===== config.mk =====
export PLATFORM = sky130hd
export DESIGN_NAME = ws2812_tx_flat
export DESIGN_NICKNAME = d
export VERILOG_FILES = /design/src/rtl/ws2812_tx_if.sv /design/src/rtl/ws2812_tx.sv /design/src/flat_wrapper.sv
export SDC_FILE = /design/constraint.sdc
export NUM_CORES = 1
export LEC_CHECK = 0
export ABC_CLOCK_PERIOD_IN_PS = 3300
export BUFFER_PORTS_ARGS = -buffer_cell sky130_fd_sc_hd__buf_2
export CAP_MARGIN = 20
export CORE_MARGIN = 2
export CORE_UTILIZATION = 60
export DETAILED_ROUTE_END_ITERATION = 10
export PLACE_DENSITY = 0.85
export REMOVE_ABC_BUFFERS = 1
export SLEW_MARGIN = 10
export SYNTH_ARGS = -nofsm -noshare
export SYNTH_HDL_FRONTEND = slang
export SYNTH_SLANG_ARGS = --single-unit
export TNS_END_PERCENT = 1

===== constraint.sdc =====
create_clock -name clk -period 3.3 [get_ports clk]
set_input_delay 0.495 -clock clk [delete_from_list [all_inputs] [get_ports clk]]
set_output_delay 0.495 -clock clk [all_outputs]
set_load 0.01 [all_outputs]

===== src/rtl/ws2812_tx_if.sv =====
// Pixel RAM read port, frame control and strip line of the WS2812 transmitter.
// master = transmitter side, slave = controller/RAM/strip side.
interface ws2812_tx_if #(
    parameter int ADDR_WIDTH = 11
);
    logic                  start;
    logic [ADDR_WIDTH-1:0] num_leds;
    logic                  mem_rd_en;
    logic [ADDR_WIDTH-1:0] mem_addr;
    logic [23:0]           mem_rd_data;
    logic                  dout;
    logic                  busy;
    logic                  frame_done;

    modport master (
        input  start, num_leds, mem_rd_data,
        output mem_rd_en, mem_addr, dout, busy, frame_done
    );

    modport slave (
        output start, num_leds, mem_rd_data,
        input  mem_rd_en, mem_addr, dout, busy, frame_done
    );
endinterface


===== src/rtl/ws2812_tx.sv =====
// WS2812 frame transmitter: fetches GRB words from pixel RAM and drives the NRZ line.
// Optional WS2812_AUTO_REFRESH_EN: restart the frame after every latch while num_leds != 0.
module ws2812_tx #(
    parameter int T0H        = 20,
    parameter int T1H        = 40,
    parameter int T_BIT      = 63,
    parameter int T_LATCH    = 2500,
    parameter int ADDR_WIDTH = 11
) (
    input  logic        clk,
    input  logic        rst_n,
    ws2812_tx_if.master bus
);
    localparam int CNT_MAX = (T_LATCH > T_BIT) ? T_LATCH : T_BIT;
    localparam int CNT_W   = $clog2(CNT_MAX + 1);
    localparam logic [CNT_W-1:0] C_T0H      = CNT_W'(T0H);
    localparam logic [CNT_W-1:0] C_T1H      = CNT_W'(T1H);
    localparam logic [CNT_W-1:0] C_BIT_LAST = CNT_W'(T_BIT - 1);
    localparam logic [CNT_W-1:0] C_LAT_LAST = CNT_W'(T_LATCH - 1);

    typedef enum logic [2:0] {S_IDLE, S_FETCH, S_LOAD, S_BIT, S_LATCH} state_t;

    state_t                r_state, w_next;
    logic [CNT_W-1:0]      r_cnt;
    logic [4:0]            r_bit_idx;
    logic [23:0]           r_shreg, r_next_pix;
    logic [ADDR_WIDTH-1:0] r_pix_cnt, r_pix_idx, r_mem_addr;
    logic                  r_rd_pend, r_mem_rd_en, r_dout, r_busy, r_frame_done;

    logic                  w_accept, w_go, w_busy_after, w_cnt_last, w_lat_last, w_more;
    logic [CNT_W-1:0]      w_thr;
    logic                  w_dout_d, w_busy_d, w_done_d, w_rd_en_d;
    logic [ADDR_WIDTH-1:0] w_addr_d;

    assign w_accept   = bus.start && (bus.num_leds != '0);
    assign w_cnt_last = (r_cnt == C_BIT_LAST);
    assign w_lat_last = (r_cnt == C_LAT_LAST);
    assign w_more     = (r_pix_idx != (r_pix_cnt - ADDR_WIDTH'(1)));
    assign w_thr      = r_shreg[23] ? C_T1H : C_T0H;

`ifdef WS2812_AUTO_REFRESH_EN
    // busy still high in IDLE means the previous latch ended with a refresh pending
    assign w_go         = r_busy || w_accept;
    assign w_busy_after = (bus.num_leds != '0);
`else
    assign w_go         = w_accept;
    assign w_busy_after = 1'b0;
`endif

    always_ff @(posedge clk or negedge rst_n) begin
        if (!rst_n) r_state <= S_IDLE;
        else        r_state <= w_next;
    end

    always_comb begin
        w_next = r_state;
        case (r_state)
            S_IDLE:  if (w_go) w_next = S_FETCH;
            S_FETCH: w_next = S_LOAD;
            S_LOAD:  w_next = S_BIT;
            S_BIT:   if (w_cnt_last && (r_bit_idx == 5'd0) && !w_more) w_next = S_LATCH;
            S_LATCH: if (w_lat_last) w_next = S_IDLE;
            default: w_next = S_IDLE;
        endcase
    end

    // Outputs are registered, so this computes the value each one takes next cycle.
    always_comb begin
        w_dout_d  = 1'b0;
        w_busy_d  = r_busy;
        w_done_d  = 1'b0;
        w_rd_en_d = 1'b0;
        w_addr_d  = r_mem_addr;
        case (r_state)
            S_IDLE: if (w_go) begin
                w_busy_d  = 1'b1;
                w_rd_en_d = 1'b1;
                w_addr_d  = '0;
            end
            S_LOAD: w_dout_d = 1'b1;
            S_BIT: begin
                if (!w_cnt_last) begin
                    w_dout_d = (r_cnt + CNT_W'(1)) < w_thr;
                end else begin
                    w_dout_d = (r_bit_idx != 5'd0) || w_more;
                    // prefetch so the word is ready by the end of bit 0
                    if ((r_bit_idx == 5'd1) && w_more) begin
                        w_rd_en_d = 1'b1;
                        w_addr_d  = r_pix_idx + ADDR_WIDTH'(1);
                    end
                end
            end
            S_LATCH: if (w_lat_last) begin
                w_done_d = 1'b1;
                w_busy_d = w_busy_after;
            end
            default: ;
        endcase
    end

    always_ff @(posedge clk or negedge rst_n) begin
        if (!rst_n) begin
            r_cnt        <= '0;
            r_bit_idx    <= '0;
            r_shreg      <= '0;
            r_next_pix   <= '0;
            r_pix_cnt    <= '0;
            r_pix_idx    <= '0;
            r_rd_pend    <= 1'b0;
            r_mem_rd_en  <= 1'b0;
            r_mem_addr   <= '0;
            r_dout       <= 1'b0;
            r_busy       <= 1'b0;
            r_frame_done <= 1'b0;
        end else begin
            r_dout       <= w_dout_d;
            r_busy       <= w_busy_d;
            r_frame_done <= w_done_d;
            r_mem_rd_en  <= w_rd_en_d;
            r_mem_addr   <= w_addr_d;
            r_rd_pend    <= r_mem_rd_en;
            if (r_rd_pend && (r_state == S_BIT)) r_next_pix <= bus.mem_rd_data;
            case (r_state)
                S_IDLE: if (w_go) begin
                    r_pix_idx <= '0;
                    if (w_accept && !r_busy) r_pix_cnt <= bus.num_leds;
                end
                S_LOAD: begin
                    r_shreg   <= bus.mem_rd_data;
                    r_bit_idx <= 5'd23;
                    r_cnt     <= '0;
                end
                S_BIT: begin
                    if (w_cnt_last) begin
                        r_cnt <= '0;
                        if (r_bit_idx != 5'd0) begin
                            r_bit_idx <= r_bit_idx - 5'd1;
                            r_shreg   <= {r_shreg[22:0], 1'b0};
                        end else if (w_more) begin
                            r_shreg   <= r_next_pix;
                            r_bit_idx <= 5'd23;
                            r_pix_idx <= r_pix_idx + ADDR_WIDTH'(1);
                        end
                    end else begin
                        r_cnt <= r_cnt + CNT_W'(1);
                    end
                end
                S_LATCH: begin
                    if (w_lat_last) begin
                        r_cnt     <= '0;
                        r_pix_cnt <= bus.num_leds;
                    end else begin
                        r_cnt <= r_cnt + CNT_W'(1);
                    end
                end
                default: ;
            endcase
        end
    end

    assign bus.dout       = r_dout;
    assign bus.busy       = r_busy;
    assign bus.frame_done = r_frame_done;
    assign bus.mem_rd_en  = r_mem_rd_en;
    assign bus.mem_addr   = r_mem_addr;
endmodule


===== src/flat_wrapper.sv =====
// flat-port wrapper written by rule: the top's interface ports become plain ports
module ws2812_tx_flat 
#(
    parameter int T0H        = 20,
    parameter int T1H        = 40,
    parameter int T_BIT      = 63,
    parameter int T_LATCH    = 2500,
    parameter int ADDR_WIDTH = 11
)
  (clk, rst_n, bus_start, bus_num_leds, bus_mem_rd_data, bus_mem_rd_en, bus_mem_addr, bus_dout, bus_busy, bus_frame_done);
  ws2812_tx_if #(.ADDR_WIDTH(ADDR_WIDTH)) bus_i ();
  input  logic clk;
  input  logic rst_n;
  input wire logic [$bits(bus_i.start)-1:0] bus_start;
  input wire logic [$bits(bus_i.num_leds)-1:0] bus_num_leds;
  input wire logic [$bits(bus_i.mem_rd_data)-1:0] bus_mem_rd_data;
  output wire logic [$bits(bus_i.mem_rd_en)-1:0] bus_mem_rd_en;
  output wire logic [$bits(bus_i.mem_addr)-1:0] bus_mem_addr;
  output wire logic [$bits(bus_i.dout)-1:0] bus_dout;
  output wire logic [$bits(bus_i.busy)-1:0] bus_busy;
  output wire logic [$bits(bus_i.frame_done)-1:0] bus_frame_done;
  assign bus_i.start = bus_start;
  assign bus_i.num_leds = bus_num_leds;
  assign bus_i.mem_rd_data = bus_mem_rd_data;
  assign bus_mem_rd_en = bus_i.mem_rd_en;
  assign bus_mem_addr = bus_i.mem_addr;
  assign bus_dout = bus_i.dout;
  assign bus_busy = bus_i.busy;
  assign bus_frame_done = bus_i.frame_done;
  ws2812_tx #(.T0H(T0H), .T1H(T1H), .T_BIT(T_BIT), .T_LATCH(T_LATCH), .ADDR_WIDTH(ADDR_WIDTH)) u_core (.clk(clk), .rst_n(rst_n), .bus(bus_i));
endmodule

==> results of run 1 <==
worst max-delay path, stage by stage, from the launching register on:
cell and delay, ns:
dfrtp_1 0.46, inv_1 0.08, ha_1 0.16, or4b_4 0.49, or3_4 0.39, a2111oi_4 0.36
nand3_1 0.18, nor2_2 0.29, o21ai_4 0.20, mux2_4 0.33
power groups by stage:
| stage | sequential, mW | clock (mW) | combinational [mW] |
|---|---|---|---|
| 2_1_floorplan | 1.37 | 0 | 0.0401 |
| 3_3_place_gp | 1.37 | 0 | 0.0999 |
| 3_5_place_dp | 1.38 | 0 | 0.106 |
| 4_1_cts | 1.35 | 0.783 | 0.106 |
| 5_1_grt | 1.35 | 0.832 | 0.117 |
| 6_report | 1.35 | 0.768 | 0.104 |
state kept, by name, summed over array words and instances (netlist names):
| signal | cells |
|---|---|
| u_core.r_state | 3 |
| u_core.bus.mem_rd_en | 1 |
| u_core.r_bit_idx | 5 |
| u_core.r_cnt | 12 |
| u_core.r_pix_cnt | 11 |
| u_core.bus.frame_done | 1 |
| u_core.bus.dout | 1 |
| u_core.bus.mem_addr | 11 |
| u_core.r_next_pix | 24 |
| u_core.r_pix_idx | 11 |
| u_core.bus.busy | 1 |
| u_core.r_shreg | 24 |
| u_core.r_rd_pend | 1 |
cell usage after synthesis (all sizes together) (5+ instances only):
| cell type | n |
|---|---|
| a21o | 26 |
| a21oi | 10 |
| a22oi | 22 |
| and2 | 5 |
| and3 | 9 |
| buf | 9 |
| clkbuf | 28 |
| dfrtp | 106 |
| ha | 9 |
| inv | 18 |
| mux2 | 44 |
| mux2i | 21 |
| nand2 | 25 |
| nand2b | 9 |
| nand3 | 23 |
| nand4 | 6 |
| nor2 | 30 |
| nor3 | 6 |
| nor4 | 5 |
| o21ai | 27 |
| o31ai | 28 |
| or3 | 5 |
| xnor2 | 20 |
| xor2 | 6 |
cell families (layout without fill, tap and decap cells):
logic type / Yosys count / in the layout / share of synthesized area (%)
DFF: 106 / 106 / 45.4
xor gates and xnor gates: 26 / 26 / 3.89
adders and majority gates: 9 / 9 / 1.93
and+or+nand+nor: 144 / 144 / 13.1
AOI/OAI and AO/OA: 150 / 150 / 18.7
buffers and inverters: 55 / 103 / 4.43
muxes: 65 / 65 / 12.6
placed cells by master (no fill, tap or decap), types with 5 or more instances in the layout:
| master | instances |
|---|---|
| and3_1 | 9 |
| nor2_1 | 28 |
| nor4_1 | 5 |
| o31ai_1 | 28 |
| nand3_1 | 23 |
| mux2_4 | 8 |
| a21o_1 | 26 |
| inv_1 | 18 |
| a21oi_1 | 10 |
| clkbuf_8 | 9 |
| xor2_1 | 6 |
| buf_2 | 51 |
| mux2i_1 | 21 |
| nand2b_1 | 9 |
| and2_1 | 5 |
| nand2_1 | 24 |
| nor3_1 | 6 |
| nand4_1 | 6 |
| a22oi_1 | 22 |
| ha_1 | 9 |
| dfrtp_1 | 106 |
| mux2_2 | 36 |
| o21ai_0 | 24 |
| xnor2_1 | 20 |
| buf_4 | 18 |
worst max-delay path by stage:
stage                        endpoint
2_1_floorplan       u_core.r_shreg[0]
3_3_place_gp   u_core.bus.mem_addr[3]
3_5_place_dp   u_core.bus.mem_addr[6]
5_1_grt        u_core.bus.mem_addr[2]
4_1_cts        u_core.bus.mem_addr[4]
6_report       u_core.bus.mem_addr[4]
final cells by class:
type	count	area [sq um]
clock buffers	9	124
fillers	734	3190
clock inverters	7	60.1
multi-input cells	394	2950
well taps	133	166
flip-flops and latches	106	2650
repair buffers	69	390
inverters	18	67.6
metal layers:
layer | routed length (um) | part of all wire (%)
met5 | 0 | 0
met4 | 259 | 2.0
met3 | 650 | 5.0
met2 | 6670 | 51
met1 | 5510 | 42
==> results.sh, run 1 <==
export IMPL_min_path_type="in -> async"
export IMPL_stdcell_count=736
export IMPL_synth_flop_cell="dfrtp_1"
export IMPL_synth_area_sq_um=5850
export IMPL_numCtsBuffers=9
export IMPL_p_per_area_nw_per_um2=347
export IMPL_die_y_um=103
export IMPL_startpoint_type="register"
export IMPL_finalWirelength_mm=13.1
export IMPL_combPwrFrac_pct=4.7
export IMPL_grt_max_degree=62
export IMPL_placed_cell_area_sq_um=6210
export IMPL_die_area_sq_um=10600
export IMPL_r2r_end="u_core.bus.mem_addr[4]"
export IMPL_worst_pin_slew_ns=0.879
export IMPL_worstPathArrival_ns=3.33
export IMPL_post_place_ws_ns=0.200
export IMPL_skew_ns=0.0138
export IMPL_numClockSinks=106
export IMPL_cap_violations=0
export IMPL_fmax_ghz=0.327
export IMPL_drt_pass1_iter_count=5
export IMPL_drt_iter0_markers=279
export IMPL_rsz0062_at_grt="false"
export IMPL_grt_overflow_total=0
export IMPL_cp_max_fo=11
export IMPL_post_cts_buffers=0
export IMPL_clock_latency_ns=0.39
export IMPL_synth_seq_cells=106
export IMPL_yosysTopAreaCellShare_pct=45.4
export IMPL_hold_viol_final=0
export IMPL_vias_per_cell=6.28
export IMPL_use_met3_pct=4.68
export IMPL_ys_seq_area_share_pct=45.4
export IMPL_drive_gt1_share_pct=24.0
export IMPL_worstSetupPathType="reg -> reg"
export IMPL_grt_pass1_vias=4460
export IMPL_hold_buffers=0
export IMPL_reg2reg_setup_slack_ns=0.24
export IMPL_die_width_um=103
export IMPL_finalSetupViolations=0
export IMPL_leakage_nw=2.83
export IMPL_internal_power_mw=1.66
export IMPL_portBuffers=52
export IMPL_syn_to_final_growth_pct=9.57
export IMPL_power_switching_uw=557
export IMPL_io_pins=53
export IMPL_dp_cells=720
export IMPL_routabilityCongestion=0.920
export IMPL_synth_area_top_cells="dfrtp_1 45%, mux2_2 6.9%, mux2i_1 3.6%, o31ai_1 3.6%, a21o_1 3.3%"
export IMPL_p_seq_share_pct=60.8
export IMPL_busiest_layer="met2"
export IMPL_synthArstFlopShare_pct=100
export IMPL_routedWlPerCell_um=17.8
export IMPL_num_antenna_cells=0
export IMPL_crit_start="u_core.r_pix_cnt[0]"
export IMPL_critPathCaptureType="register"
export IMPL_final_antenna_net_count=0
export IMPL_nets=645
export IMPL_path_clk_slew_ns=0.11
export IMPL_synth_top_cell_by_area="dfrtp_1"
export IMPL_tns_ns=0
export IMPL_synthCells=555
export IMPL_total_power_mw=2.22
export IMPL_cts_path_max_buffers=2
export IMPL_route_detailed_drc=0
export IMPL_fin_crit_ns=3.06
export IMPL_final_area_sq_um=6410
export IMPL_grtUsageTotal_pct=25.4
export IMPL_dp_hpwl_mm=9.14
export IMPL_yosysWarningCount=0
export IMPL_grt_antenna_before_repair=0
export IMPL_grtUsageMet2_pct=44.0
export IMPL_setup_ws_ns=0.244
export IMPL_met1_usage_pct=32.3
export IMPL_rr_worst_depth=9
export IMPL_htreeDepth=3
export IMPL_reg2reg_from="u_core.r_pix_cnt[0]"
export IMPL_status="completed"
export IMPL_vias=4621
export IMPL_holdWs_ns=0.172
export IMPL_cts_tree="built"
export IMPL_num_rows=36
export IMPL_relSlewSlack_pct=41.2
export IMPL_synth_edf_count=0
export IMPL_cts_resized=0
export IMPL_slew_viol_final=0
export IMPL_grt_pass1_wl_mm=21.1
export IMPL_fin_crit_sh_pct=92.6
export IMPL_swShare_pct=25.1
export IMPL_syn_area_per_cell_sq_um=10.5
export IMPL_utilization_pct=66.8
export IMPL_required_ns=3.57
export IMPL_clockRootBuffer="clkbuf_8"
export IMPL_yosysUniqueCellTypes=62
export IMPL_start_util_pct=60.9
export IMPL_power_frac_clock_pct=34.6
export IMPL_fp_coreArea_sq_um=9590
export IMPL_peakVddDrop_v=0.000285
Note: power is estimated with default switching activity, not from simulation.
==> inputs of run 2 (changes only) <==
- ABC_CLOCK_PERIOD_IN_PS: 3300 -> 3800
- CELL_PAD_IN_SITES_DETAIL_PLACEMENT: default -> 1
- CELL_PAD_IN_SITES_GLOBAL_PLACEMENT: default -> 1
- CORE_UTILIZATION: 60 -> 51
- PLACE_DENSITY: 0.85 -> 0.9
- clock period: 3.3 -> 3.8 ns (I/O delays scaled with it)
==> run 2 against run 1 <==
Power up 2.1%. Final area up 1.8%. Sequential share of layout area down 0.74 points. Largest cell class unchanged.
==> results.sh, run 2 (synthesis gave the netlist of run 1 again) <==
export IMPL_rr_worst_depth=9
export IMPL_critPathCaptureType="register"
export IMPL_hold_viol_final=0
export IMPL_clock_latency_ns=0.35
export IMPL_num_rows=39
export IMPL_cts_resized=0
export IMPL_critPathBufInv=1
export IMPL_swShare_pct=21.8
export IMPL_final_common_cell="dfrtp_1"
export IMPL_seq_area_sq_um=2650
export IMPL_crit_start="u_core.r_pix_cnt[0]"
export IMPL_fp_coreArea_sq_um=11300
export IMPL_vias=4610
export IMPL_holdWs_ns=0.293
export IMPL_drt_pass1_iter_count=4
export IMPL_worstSetupPathType="reg -> reg"
export IMPL_worstPathArrival_ns=3.63
export IMPL_peakVddDrop_v=0.000247
export IMPL_reg2reg_setup_slack_ns=0.42
export IMPL_tns_ns=0
export IMPL_start_util_pct=51.6
export IMPL_slowest_delay_ns=0.67
export IMPL_fin_crit_sh_pct=89.1
export IMPL_cp_slowest_cell="o21ai_2"
export IMPL_crit_family="compound AO/OA/AOI/OAI gates"
export IMPL_grtUsageTotal_pct=25.2
export IMPL_cp_max_fo=11
export IMPL_cts_path_max_buffers=2
export IMPL_numClockSinks=106
export IMPL_startpoint_type="register"
export IMPL_htreeDepth=3
export IMPL_internal_power_mw=1.77
export IMPL_fillers=1246
export IMPL_slew_viol_final=0
export IMPL_relSlewSlack_pct=39.9
export IMPL_finalWirelength_mm=15.1
export IMPL_required_ns=4.04
export IMPL_r2r_end="u_core.bus.mem_addr[9]"
export IMPL_path_clk_slew_ns=0.07
export IMPL_grt_max_degree=63
export IMPL_cts_tree="built"
export IMPL_portBuffers=52
export IMPL_die_y_um=111
export IMPL_min_path_type="in -> async"
export IMPL_clockRootBuffer="clkbuf_16"
export IMPL_vias_per_cell=6.21
export IMPL_layout_common_cells="106 x dfrtp_1, 51 x buf_2, 36 x mux2_2, 28 x nor2_1, 28 x o31ai_1"
export IMPL_route_detailed_drc=0
export IMPL_finalSetupViolations=0
export IMPL_grt_pass1_wl_mm=25.2
export IMPL_grt_pass1_vias=4932
export IMPL_status="completed"
export IMPL_nets=641
export IMPL_critical_path_cell_chain="inv_1, ha_1, or4b_4, o41ai_1, or2_2, o2bb2ai_1, nor2_2, o21ai_2, mux2_2"
export IMPL_syn_to_final_growth_pct=11.6
export IMPL_rsz0062_at_grt="false"
export IMPL_skew_ns=0.00902
export IMPL_numCtsBuffers=9
export IMPL_post_cts_buffers=0
export IMPL_drt_iter0_markers=203
export IMPL_p_per_area_nw_per_um2=348
export IMPL_hold_buffers=0
export IMPL_final_antenna_net_count=0
export IMPL_dp_hpwl_mm=10.2
export IMPL_p_seq_share_pct=51.7
export IMPL_power_frac_clock_pct=44.3
export IMPL_fmax_ghz=0.295
export IMPL_grt_antenna_before_repair=0
export IMPL_reg2reg_from="u_core.r_pix_cnt[0]"
export IMPL_leakage_nw=2.86
export IMPL_io_pins=53
export IMPL_worst_pin_slew_ns=0.902
export IMPL_num_antenna_cells=0
export IMPL_multi_input_area_sq_um=2940
export IMPL_reg_largest_list="u_core.r_next_pix x24, u_core.r_shreg x24, u_core.r_cnt x12"
export IMPL_routedWlPerCell_um=20.3
export IMPL_cap_violations=0
export IMPL_fin_crit_ns=3.38
export IMPL_combPwrFrac_pct=4.0
export IMPL_power_switching_uw=494
export IMPL_routabilityCongestion=0.841
export IMPL_grt_overflow_total=0
export IMPL_drive_gt1_share_pct=23.4
export IMPL_die_width_um=111
export IMPL_die_area_sq_um=12300
run 2: cell count changes in the layout (fill, tap and decap cells not counted), sizes merged:
cell | before | now
clkinvlp | 0 | 2
inv | 21 | 19
clkbuf | 9 | 10
buf | 69 | 65
bufinv | 0 | 2
clkinv | 4 | 1
run 2: worst register-to-register path: cells and delay by family, from the launching register on:
kind	cells	cell delay (ns)
AOI/OAI and AO/OA	3	1.28
and+or+nand+nor	3	0.84
DFF	1	0.43
muxes	1	0.41
adders and majority gates	1	0.25
buffers and inverters	1	0.08
run 2: power by group through the flow:
stage / logic [mW] / clock network, mW / registers (mW)
global placement: 0.0876 / 0 / 1.19
finish: 0.0911 / 1.00 / 1.17
global route: 0.102 / 1.06 / 1.18
CTS: 0.0938 / 1.02 / 1.17
floorplan: 0.0349 / 0 / 1.19
detailed placement: 0.0924 / 0 / 1.19
run 2: worst max path at each step:
stage	endpoint	slack, ns	cells past startpoint
floorplan	u_core.r_shreg[0]	-0.26	8
global placement	u_core.r_pix_idx[5]	0.58	9
detailed placement	u_core.bus.mem_addr[9]	0.37	9
CTS	u_core.bus.mem_addr[9]	0.37	9
global route	u_core.bus.mem_addr[9]	0.20	9
finish	u_core.bus.mem_addr[9]	0.42	9
run 2: layout make-up:
class	count	share of cell area, %
inverters	18	1.04
multi-input cells	394	45.0
well taps	143	2.74
clock buffers	10	3.51
clock inverters	6	1.36
flip-flops and latches	106	40.7
repair buffers	65	5.64
run 2: metal layers:
metal	global-route usage [%]	share of wire, %	routed length, um
met3	3.17	2.9	441
met5	0	0	0
met1	33.7	45	6760
met2	42.6	51	7650
met4	9.05	1.7	254
run 2: metrics by stage:
step	instance area, sq um	total power [mW]	setup slack (ns)	cells	utilization, %
3_5_place_dp	6190	1.29	0.372	725	54.7
2_1_floorplan	5660	1.22	-0.262	518	-
5_1_grt	6520	2.34	0.197	742	57.6
4_1_cts	6510	2.29	0.373	741	57.5
6_report	6520	2.27	0.416	742	57.6
3_3_place_gp	6190	1.28	0.580	725	54.7
==> inputs of run 3 (changes only) <==
- CELL_PAD_IN_SITES_GLOBAL_PLACEMENT: 1 -> 2
- CORE_UTILIZATION: 51 -> 42
==> run 3 against run 2 <==
Global-route usage decreased by 5.0 points. Final area rose by 0.63%. Sequential power barely moved. Via count is 2.6% lower. Critical path depth did not move. Non-clock buffer count down 2. Combinational power is 1% higher. Die area is 21% higher. Clock skew down 0.0013 ns. Power down 2.0%. Critical path type unchanged. Largest cell class unchanged. Largest power group unchanged.
==> results.sh, run 3 (synthesis gave the netlist of run 1 again) <==
export IMPL_fin_crit_sh_pct=91.4
export IMPL_hold_buffers=0
export IMPL_num_antenna_cells=0
export IMPL_die_width_um=122
export IMPL_cp_max_fo=18
export IMPL_worstPathArrival_ns=3.77
export IMPL_io_pins=53
export IMPL_syn_to_final_growth_pct=12.3
export IMPL_die_area_sq_um=14900
export IMPL_peakVddDrop_v=0.000205
export IMPL_path_clk_slew_ns=0.07
export IMPL_nets=639
export IMPL_min_path_type="in -> async"
export IMPL_drt_iter0_markers=193
export IMPL_post_place_ws_ns=0.331
export IMPL_status="completed"
export IMPL_leakage_nw=2.86
export IMPL_hold_viol_final=0
export IMPL_numCtsBuffers=9
export IMPL_placed_cell_area_sq_um=6260
export IMPL_final_area_sq_um=6560
export IMPL_finalWirelength_mm=14.5
export IMPL_htreeDepth=3
export IMPL_startpoint_type="register"
export IMPL_cts_path_max_buffers=2
export IMPL_required_ns=4.10
export IMPL_clock_latency_ns=0.36
export IMPL_worst_pin_slew_ns=0.914
export IMPL_worstSetupPathType="reg -> reg"
export IMPL_fin_crit_ns=3.47
export IMPL_reg_largest_list="u_core.r_next_pix x24, u_core.r_shreg x24, u_core.r_cnt x12"
export IMPL_rsz0062_at_grt="false"
export IMPL_routabilityCongestion=0.785
export IMPL_route_detailed_drc=0
export IMPL_grt_pass1_vias=4731
export IMPL_grt_antenna_before_repair=0
export IMPL_cts_resized=0
export IMPL_start_util_pct=42.6
export IMPL_cts_tree="built"
export IMPL_final_antenna_net_count=0
export IMPL_slew_viol_final=0
export IMPL_fmax_ghz=0.288
export IMPL_tns_ns=0
export IMPL_dp_cells=761
export IMPL_skew_ns=0.00771
export IMPL_vias_per_cell=5.78
export IMPL_final_common_cell="dfrtp_1"
export IMPL_clockRootBuffer="clkbuf_16"
export IMPL_dp_hpwl_mm=9.84
export IMPL_grt_overflow_total=0
export IMPL_finalSetupViolations=0
export IMPL_drt_pass1_iter_count=5
export IMPL_p_per_area_nw_per_um2=339
export IMPL_drive_gt1_share_pct=23.3
export IMPL_critPathCaptureType="register"
export IMPL_fillers=1516
export IMPL_holdWs_ns=0.253
export IMPL_num_rows=43
export IMPL_setup_ws_ns=0.327
export IMPL_routedWlPerCell_um=18.7
export IMPL_numClockSinks=106
export IMPL_stdcell_count=777
export IMPL_grtUsageTotal_pct=20.3
export IMPL_post_cts_buffers=0
export IMPL_grt_pass1_wl_mm=23.7
export IMPL_cap_violations=0
export IMPL_portBuffers=52
export IMPL_vias=4492
export IMPL_relSlewSlack_pct=39.1
export IMPL_fp_coreArea_sq_um=13700
export IMPL_layout_common_cells="106 x dfrtp_1, 51 x buf_2, 36 x mux2_2, 28 x nor2_1, 28 x o31ai_1"
export IMPL_grt_max_degree=61
export IMPL_die_y_um=122
run 3: cell count changes in the layout (fill, tap and decap cells not counted), sizes merged:
cell | before | now
clkinvlp | 2 | 3
buf | 65 | 63
clkinv | 1 | 2
clkbuf | 10 | 9
bufinv | 2 | 1
run 3: cell type report:
type / count / area (sq um) / area share [%]
Inverter: 18 / 67.6 / 1.03
Clock buffer: 9 / 225 / 3.43
Sequential cell: 106 / 2650 / 40.4
Multi-Input combinational cell: 394 / 2940 / 44.8
Clock inverter: 7 / 77.6 / 1.18
Tap cell: 180 / 225 / 3.43
Timing Repair Buffer: 63 / 378 / 5.76
run 3: worst paths after layout:
check                                startpoint                   to  slack, ns  cells past startpoint
max                         u_core.r_pix_cnt[0]  u_core.r_pix_idx[5]       0.33                      9
max in group asynchronous                 rst_n   u_core.r_shreg[18]       2.79                      2
min                                       rst_n  u_core.r_pix_cnt[2]       0.25                      1
max reg2reg                 u_core.r_pix_cnt[0]  u_core.r_pix_idx[5]       0.33                      9
min reg2reg                u_core.bus.mem_rd_en     u_core.r_rd_pend       0.41                      0
min in group clk           u_core.bus.mem_rd_en     u_core.r_rd_pend       0.41                      0
run 3: where the power goes:
| part | internal, mW | switching (mW) | total, mW |
|---|---|---|---|
| sequential | 1.15 | 0.0186 | 1.17 |
| clock | 0.516 | 0.442 | 0.958 |
| combinational | 0.0422 | 0.0500 | 0.0923 |
run 3: per-stage QoR:
stage          total power [mW]  utilization [%]
3_3_place_gp               1.28             45.4
4_1_cts                    2.25             47.8
3_5_place_dp               1.29             45.6
6_report                   2.22             47.8
2_1_floorplan              1.22                -
5_1_grt                    2.29             47.8
run 3: per-layer routing:
layer / wire [um] / track usage [%] / vias up
met1: 6740 / 27.2 / 2279
li1: - / - / 2116
met4: 340 / 8.33 / 0
met3: 451 / 2.39 / 23
met5: 0 / 0 / -
met2: 7000 / 33.4 / 74
run 3: worst max-delay path: stages, from the launching register on:
cell	delay, ns
dfrtp_1	0.44
inv_1	0.09
ha_1	0.26
or4b_4	0.50
or3_4	0.39
a2111oi_4	0.41
nand3_1	0.19
o211ai_2	0.62
and2_1	0.36
o21a_1	0.16
